[src/rtl/uart_tx_arbiter.sv]
// uart_tx_arbiter: two-requester byte arbiter feeding a UART transmitter, with per-requester sent-byte counters.
// Define UART_ARB_RR_EN for round-robin on simultaneous requests; default build is fixed priority to requester 0.
module uart_tx_arbiter #(
  parameter int CNT_W = 16
) (
  input  logic             clk,
  input  logic             rst,
  input  logic [1:0]       req_valid,
  input  logic [7:0]       req_data0,
  input  logic [7:0]       req_data1,
  output logic [1:0]       req_ready,
  output logic [7:0]       tx_data,
  output logic             tx_valid,
  input  logic             tx_ready,
  output logic             busy,
  output logic             grant_id,
  output logic [CNT_W-1:0] cnt0,
  output logic [CNT_W-1:0] cnt1,
  output logic [1:0]       dbg_state
);

  // Handshakes: req_ready[i] is a one-cycle accept pulse, only in IDLE, and the byte on
  // req_data<i> is taken at that edge. tx_valid/tx_data hold steady in SEND and the
  // byte is gone at the first edge with tx_valid && tx_ready.
  typedef enum logic [1:0] {
    IDLE = 2'd0,
    SEND = 2'd1,
    GAP  = 2'd2
  } state_t;

  localparam logic [CNT_W-1:0] CNT_ONE = {{(CNT_W-1){1'b0}}, 1'b1};

  state_t           state_q, state_d;
  logic [7:0]       hold_q, hold_d;
  logic             grant_q, grant_d;
  logic [CNT_W-1:0] cnt0_q, cnt0_d;
  logic [CNT_W-1:0] cnt1_q, cnt1_d;
  logic             winner;

`ifdef UART_ARB_RR_EN
  // Remembers whether a two-way contest has happened since reset, so the first one goes to requester 0.
  logic contested_q, contested_d;
`endif

  always_comb begin
    winner = 1'b0;
    if (req_valid == 2'b10) begin
      winner = 1'b1;
    end else if (req_valid == 2'b11) begin
`ifdef UART_ARB_RR_EN
      winner = contested_q ? ~grant_q : 1'b0;
`else
      winner = 1'b0;
`endif
    end
  end

  always_comb begin
    state_d   = state_q;
    hold_d    = hold_q;
    grant_d   = grant_q;
    cnt0_d    = cnt0_q;
    cnt1_d    = cnt1_q;
    req_ready = 2'b00;
`ifdef UART_ARB_RR_EN
    contested_d = contested_q;
`endif
    case (state_q)
      IDLE: begin
        // rst gates the accept pulse so nothing is offered while reset is held.
        if (rst && (req_valid != 2'b00)) begin
          req_ready = winner ? 2'b10 : 2'b01;
          hold_d    = winner ? req_data1 : req_data0;
          grant_d   = winner;
          state_d   = SEND;
`ifdef UART_ARB_RR_EN
          if (req_valid == 2'b11) contested_d = 1'b1;
`endif
        end
      end
      SEND: begin
        if (tx_ready) begin
          state_d = GAP;
          if (grant_q) cnt1_d = cnt1_q + CNT_ONE;
          else         cnt0_d = cnt0_q + CNT_ONE;
        end
      end
      GAP: begin
        state_d = IDLE;
      end
      default: begin
        state_d = IDLE;
      end
    endcase
  end

  always_ff @(posedge clk or negedge rst) begin
    if (!rst) begin
      state_q <= IDLE;
      hold_q  <= 8'h00;
      grant_q <= 1'b0;
      cnt0_q  <= '0;
      cnt1_q  <= '0;
`ifdef UART_ARB_RR_EN
      contested_q <= 1'b0;
`endif
    end else begin
      state_q <= state_d;
      hold_q  <= hold_d;
      grant_q <= grant_d;
      cnt0_q  <= cnt0_d;
      cnt1_q  <= cnt1_d;
`ifdef UART_ARB_RR_EN
      contested_q <= contested_d;
`endif
    end
  end

  assign tx_valid  = (state_q == SEND);
  assign tx_data   = tx_valid ? hold_q : 8'h00;
  assign busy      = (state_q != IDLE);
  assign grant_id  = grant_q;
  assign cnt0      = cnt0_q;
  assign cnt1      = cnt1_q;
  assign dbg_state = state_q;

endmodule

[config.mk]
export PLATFORM = sky130hd
export DESIGN_NAME = uart_tx_arbiter
export DESIGN_NICKNAME = d
export VERILOG_FILES = /design/src/rtl/uart_tx_arbiter.sv
export SDC_FILE = /design/constraint.sdc
export NUM_CORES = 1
export LEC_CHECK = 0
export CORE_MARGIN = 2
export CORE_UTILIZATION = 38
export DETAILED_ROUTE_END_ITERATION = 12
export HOLD_SLACK_MARGIN = 0.03
export PLACE_DENSITY = 0.69
export SYNTH_ARGS = -nofsm -noshare
export SYNTH_HDL_FRONTEND = slang
export SYNTH_SLANG_ARGS = --single-unit
export TNS_END_PERCENT = 30
[constraint.sdc]
create_clock -name clk -period 3.9 [get_ports clk]
set_input_delay 0.585 -clock clk [delete_from_list [all_inputs] [get_ports clk]]
set_output_delay 0.585 -clock clk [all_outputs]
set_load 0.02 [all_outputs]
==> out/qor.csv, run 1 <==
stage,metric,value,unit
grt,Global Route Usage Sum,14.50,%
sta,post-route setup TNS,0,ns
yosys,syn_nets,201,
place,post-DP HPWL,2.999,mm
floorplanning,Top Ports,68,
floorplanning,area of the core,5075,um^2
power_and_ir_drop,Sw Ratio,29.49,%
floorplanning,chip height,76.33,um
worst_setup_path,Setup crit end kind,output pin,
finish,fraction of layout instances using a drive strength above 1,6.349,%
yosys,Synth Flop Type,dfrtp_1,
drt,drt drc,0,
floorplanning,DIE WIDTH,76.33,um
power_and_ir_drop,clock network fraction of total power,28.9,%
sta,Slew headroom,64.63,%
clocking,CTS root buf,clkbuf_8,
place,# port buffers,67,
drt,final wirelength,3.949,mm
yosys,Syn Area/Cell,11.17,um^2
power_and_ir_drop,switching power,0.4064,mW
place,GP Congestion,0.7692,
sta,RSZ-0062 raised after global routing,false,
finish,NumNets Final,274,
yosys,Mapped Area,1988,um^2
worst_setup_path,Worst Path Required,3.31,ns
drt,initial DRC count,69,
yosys,Post-synth EDFFs,0,
power_and_ir_drop,Gate power share,28.1,%
clocking,TritonCTS Sinks,43,
yosys,synth warn,0,
clocking,"Clk pin slew, worst setup/hold paths",0.08,ns
drt,first drt pass iteration count,4,
worst_hold_path,Min-Delay Path Class,primary input to async pin,
grt,Most Crowded Layer GR,met2,
clocking,PostCTS Resize Cnt,0,
sta,Slew @ Worst Pin,0.5306,ns
finish,Finished Core Util,56.71,%
sta,Final Cycle Share,72.73,%
worst_setup_path,"Arr. time, crit path",2.25,ns
grt,GRT overflow,0,
worst_setup_path,reg2reg setup slack,2.35,ns
drt,Routed WL per cell,12.26,um
grt,first-pass GRT wire length,6.858,mm
clocking,Post-CTS Setup Bufs,0,
grt,largest net degree at the start of global routing,44,
drt,Vias,1490,
clocking,Clock Path Buffers,2,
floorplanning,die area,5826,um^2
finish,# diodes,0,
power_and_ir_drop,cell area power density,478.8,nW/um^2
power_and_ir_drop,Int Pwr,0.9715,mW
grt,initial antenna violation count,0,
finish,area added between synthesis and finish,44.75,%
sta,crit path time final,2.836,ns
run,Max Cap Violations,0,
worst_setup_path,Setup Crit Path Kind,primary input to output pin,
power_and_ir_drop,Seq pwr share,43.0,%
clocking,cts hold-fix bufs,0,
drt,Post-DRT Antenna Nets,0,
yosys,Yosys cell types,27,
sta,"Hold Violations, Final",0,
drt,via/cell ratio,4.627,
worst_setup_path,"Max FO, Critical Path",16,
sta,Setup Skew,0.004867,ns
grt,met2 GRT Util,21.42,%
worst_setup_path,FF-to-FF End,cnt1[15]$_DFFE_PN0P_,
sta,final-report max-slew violation count,0,
sta,fmax,352.6,MHz
power_and_ir_drop,Peak VDD IR,302.3,uV
worst_setup_path,Setup crit start kind,primary input,
yosys,register bit total from synthesis,43,
worst_setup_path,FF-to-FF path depth,4,
yosys,register area share after synthesis,54.12,%
yosys,Mapped Cells,178,
floorplanning,Initial Utilization,39.18,%
power_and_ir_drop,LEAKAGE,1.303,nW
grt,vias in the first global route,1460,
grt,met3 usage,6.280,%
clocking,total number of H-tree levels,2,
sta,final setup violation count,0,
clocking,CTS tree,yes,
clocking,worst skew pair latency,0.29,ns
grt,met1 Usage GRT,19.34,%
clocking,CTS Buf Count,5,
yosys,ys async rst share,100.0,%
floorplanning,row cnt,26,
worst_setup_path,Critical R2R Launch,grant_id$_DFFE_PN0P_,
outcome,status,"complete, no violations",
==> critical path, stage by stage <==
cell and delay (ns):
clkdlybuf4s50_1 0.48, o211ai_1 0.17, buf_4 0.23, nor2b_1 0.16
clkdlybuf4s50_1 0.63
==> layout make-up <==
cell class                      count  area, um^2
Inverter                            3       11.26
Clock inverter                      2       60.06
Tap cell                           70       87.58
Multi-Input combinational cell    128       882.1
Sequential cell                    43        1076
Clock buffer                        6       72.57
Fill cell                         484        2197
Timing Repair Buffer               70       688.2
==> sequential cells by signal (all words and copies together) (netlist names) <==
register   cells
cnt1          16
cnt0          16
dbg_state      2
hold_q         8
grant_id       1
==> cells in the mapped netlist, types with 4 or more instances <==
cell      n  area share, %
dfrtp_1  43             54
nand2_1  23            4.3
xnor2_1  21            9.3
and2_1   11            3.5
nand3_1  10            2.5
o21ai_0   9            2.3
xor2_1    9            4.0
mux2i_1   8            4.0
and3_1    6            1.9
nor2_1    6            1.1
nand4_1   5            1.6
nor3_1    4            1.0
==> layer usage <==
metal  wire length [um]  vias to the layer above
li1                   -                      749
met2               1721                       55
met1               1861                      684
met3                351                        2
met5                  0                        -
met4                 14                        0
==> through the flow <==
stage               std cells  hold slack, ns  total power, mW  setup slack (ns)  cell area [um^2]
CTS                       322          0.4351            1.399             1.054              2878
floorplan                 178          0.2894           0.7910             1.913              1988
detailed placement        314          0.4669           0.9926             1.065              2745
global route              322          0.4608            1.463            0.9395              2878
global placement          314          0.4545           0.9905             1.105              2745
finish                    322          0.4258            1.378             1.064              2878
==> power groups by stage <==
stage	sequential [mW]	combinational (mW)	clock [mW]
floorplan	0.640	0.151	0
global placement	0.601	0.389	0
detailed placement	0.602	0.391	0
CTS	0.594	0.393	0.412
global route	0.606	0.425	0.432
finish	0.592	0.387	0.398
==> cell usage in the layout (no fill, tap or decap), types with 2 or more instances in the layout <==
master and count:
and3_1 6, and2_1 11, nand2_1 23, nand4_1 5, clkbuf_8 5, clkdlybuf4s50_1 66
mux2i_1 8, buf_4 3, nand3_1 10, nor2b_1 2, inv_1 3, nor2_1 6
bufinv_16 2, dfrtp_1 43, and4b_1 3, xor2_1 9, xnor2_1 21, ha_1 2
nor3_1 4, o21ai_0 9
==> cells by family after synthesis <==
logic type / count (synthesis) / synth area share, %
and+or+nand+nor: 76 / 22.28
DFF: 43 / 54.12
xor gates and xnor gates: 30 / 13.22
AOI/OAI and AO/OA: 11 / 3.021
muxes: 9 / 4.594
buffers and inverters: 7 / 1.510
adders and majority gates: 2 / 1.258
==> worst max-delay path by stage <==
stage                                   startpoint           end  slack [ns]  cells after the start
after floorplan           dbg_state[0]$_DFFE_PN0P_  req_ready[0]        1.91                      5
after global placement                req_valid[1]  req_ready[1]        1.11                      5
after detailed placement              req_valid[1]  req_ready[1]        1.07                      5
after CTS                             req_valid[1]  req_ready[1]        1.05                      5
after global routing                  req_valid[1]  req_ready[1]        0.94                      5
final                                 req_valid[1]  req_ready[1]        1.06                      5
(Power assumes the default switching activity.)
==> run 2: changes to the inputs <==
clock period = 2.8 ns   (was 3.9 ns; I/O delays follow)
==> run 2 against run 1 <==
Net effect: cell count stayed put; setup slack lost 0.67 ns; combinational power rose by 39%; clock power rose by 5.8%; global-route usage increased by 0.77 points; cell area down 1.1%; via count up 2.3%; non-clock buffer count unchanged; sequential cell count stayed put; critical path type is now register to output pin; clock skew about the same; first-iteration DRC count decreased by 58%.
==> out/qor.csv, run 2 (same netlist as run 1, synthesis figures left out) <==
stage,metric,value,unit
outcome,status,"complete, no violations",
worst_hold_path,Min-Delay Path Class,primary input to async pin,
place,Placed Instance Area,2745,um^2
grt,largest net degree at the start of global routing,44,
clocking,total number of H-tree levels,2,
clocking,cts hold-fix bufs,0,
clocking,CTS root buf,clkbuf_8,
sta,final setup margin,0.3916,ns
floorplanning,row cnt,26,
grt,vias in the first global route,1548,
sta,fmax,415.2,MHz
clocking,CTS tree,yes,
place,post-DP HPWL,3.005,mm
floorplanning,Initial Utilization,39.18,%
drt,drt drc,0,
grt,initial antenna violation count,0,
power_and_ir_drop,Tot Pwr,1.783,mW
sta,RSZ-0062 raised after global routing,false,
finish,"Design Area, Final",2845,um^2
clocking,PostCTS Resize Cnt,0,
grt,met3 usage,6.161,%
floorplanning,area of the core,5075,um^2
drt,final wirelength,3.978,mm
finish,# diodes,0,
clocking,CTS Buf Count,5,
sta,Setup Skew,0.004486,ns
clocking,worst skew pair latency,0.28,ns
grt,Global Route Usage Sum,15.26,%
run,Max Cap Violations,0,
worst_setup_path,CP peak stage delay,0.64,ns
finish,NumNets Final,274,
finish,"most common cell after layout, fill and taps aside",clkdlybuf4s50_1,
floorplanning,chip height,76.33,um
drt,initial DRC count,29,
worst_setup_path,Setup crit end kind,output pin,
worst_setup_path,slowest stage cell on the critical path,clkdlybuf4s50_1,
grt,GRT overflow,0,
power_and_ir_drop,Peak VDD IR,476.2,uV
drt,via/cell ratio,4.733,
sta,final setup violation count,0,
grt,first-pass GRT wire length,7.217,mm
sta,final-report max-slew violation count,0,
sta,crit path time final,2.408,ns
sta,Slew headroom,64.32,%
floorplanning,Top Ports,68,
drt,Post-DRT Antenna Nets,0,
sta,Final Cycle Share,86.02,%
finish,fraction of layout instances using a drive strength above 1,6.349,%
clocking,TritonCTS Sinks,43,
drt,first drt pass iteration count,4,
place,post-place setup slack,0.4248,ns
worst_setup_path,Setup crit start kind,register,
sta,Slew @ Worst Pin,0.5351,ns
grt,Most Crowded Layer GR,met2,
grt,met1 Usage GRT,20.43,%
floorplanning,DIE WIDTH,76.33,um
drt,Routed WL per cell,12.35,um
clocking,"Clk pin slew, worst setup/hold paths",0.08,ns
worst_setup_path,"Max FO, Critical Path",7,
finish,most frequent cells in the layout,"clkdlybuf4s50_1 (66), dfrtp_1 (43), nand2_1 (23), xnor2_1 (21), and2_1 (11)",
worst_setup_path,"Arr. time, crit path",1.99,ns
worst_setup_path,Worst Path Required,2.38,ns
sta,"Hold Violations, Final",0,
clocking,Post-CTS Setup Bufs,0,
worst_setup_path,Critical Path Start,dbg_state[0]$_DFFE_PN0P_,
worst_setup_path,crit-path cells,"nor2_1, o211ai_1, nor2b_1, clkdlybuf4s50_1",
power_and_ir_drop,LEAKAGE,1.289,nW
power_and_ir_drop,cell area power density,626.8,nW/um^2
worst_setup_path,Critical R2R Launch,grant_id$_DFFE_PN0P_,
place,GP Congestion,0.7537,
sta,Hold Worst Slack,0.2687,ns
sta,post-route setup TNS,0,ns
floorplanning,die area,5826,um^2
place,# port buffers,67,
finish,area added between synthesis and finish,43.11,%
grt,met2 GRT Util,23.45,%
clocking,Clock Path Buffers,2,
worst_setup_path,Setup Crit Path Kind,register to output pin,
drt,Vias,1524,
run 2: power breakdown:
part	switching, mW	leakage, nW	internal, mW	total [mW]
Clock	0.196	0.0515	0.225	0.421
Sequential	0.101	0.574	0.722	0.823
Combinational	0.265	0.663	0.274	0.539
Total	0.562	1.29	1.22	1.78
run 2: routing by layer:
metal / wire [um] / vias up
li1: - / 752
met1: 1900 / 715
met2: 1733 / 55
met3: 330 / 2
met4: 14 / 0
met5: 0 / -
run 2: per-stage QoR:
| step | util (%) | instances |
|---|---|---|
| global placement | 54.09 | 314 |
| detailed placement | 54.09 | 314 |
| floorplan | - | 178 |
| CTS | 56.07 | 322 |
| global route | 56.07 | 322 |
| finish | 56.07 | 322 |
run 2: worst paths after layout:
| check | to | slack (ns) | cells past startpoint |
|---|---|---|---|
| max in group asynchronous | cnt0[12]$_DFFE_PN0P_ | 2.16 | 2 |
| setup reg to reg | cnt1[10]$_DFFE_PN0P_ | 1.18 | 4 |
| setup / recovery | req_ready[1] | 0.39 | 4 |
| hold reg to reg | cnt1[15]$_DFFE_PN0P_ | 0.47 | 1 |
| min in group clk | cnt1[15]$_DFFE_PN0P_ | 0.47 | 1 |
| hold / removal | cnt0[14]$_DFFE_PN0P_ | 0.27 | 2 |
run 2: cell type report:
class	instances	area, um^2
Sequential cell	43	1076
Multi-Input combinational cell	128	882.1
Timing Repair Buffer	70	688.2
Clock buffer	8	100.1
Tap cell	70	87.58
Inverter	3	11.26
Fill cell	471	2230
run 2: critical path: cells and delay by family, from the launching register on:
family	cells	cell delay (ns)
AOI/OAI and AO/OA	1	0.22
buffers and inverters	1	0.64
DFF	1	0.45
and+or+nand+nor	2	0.39
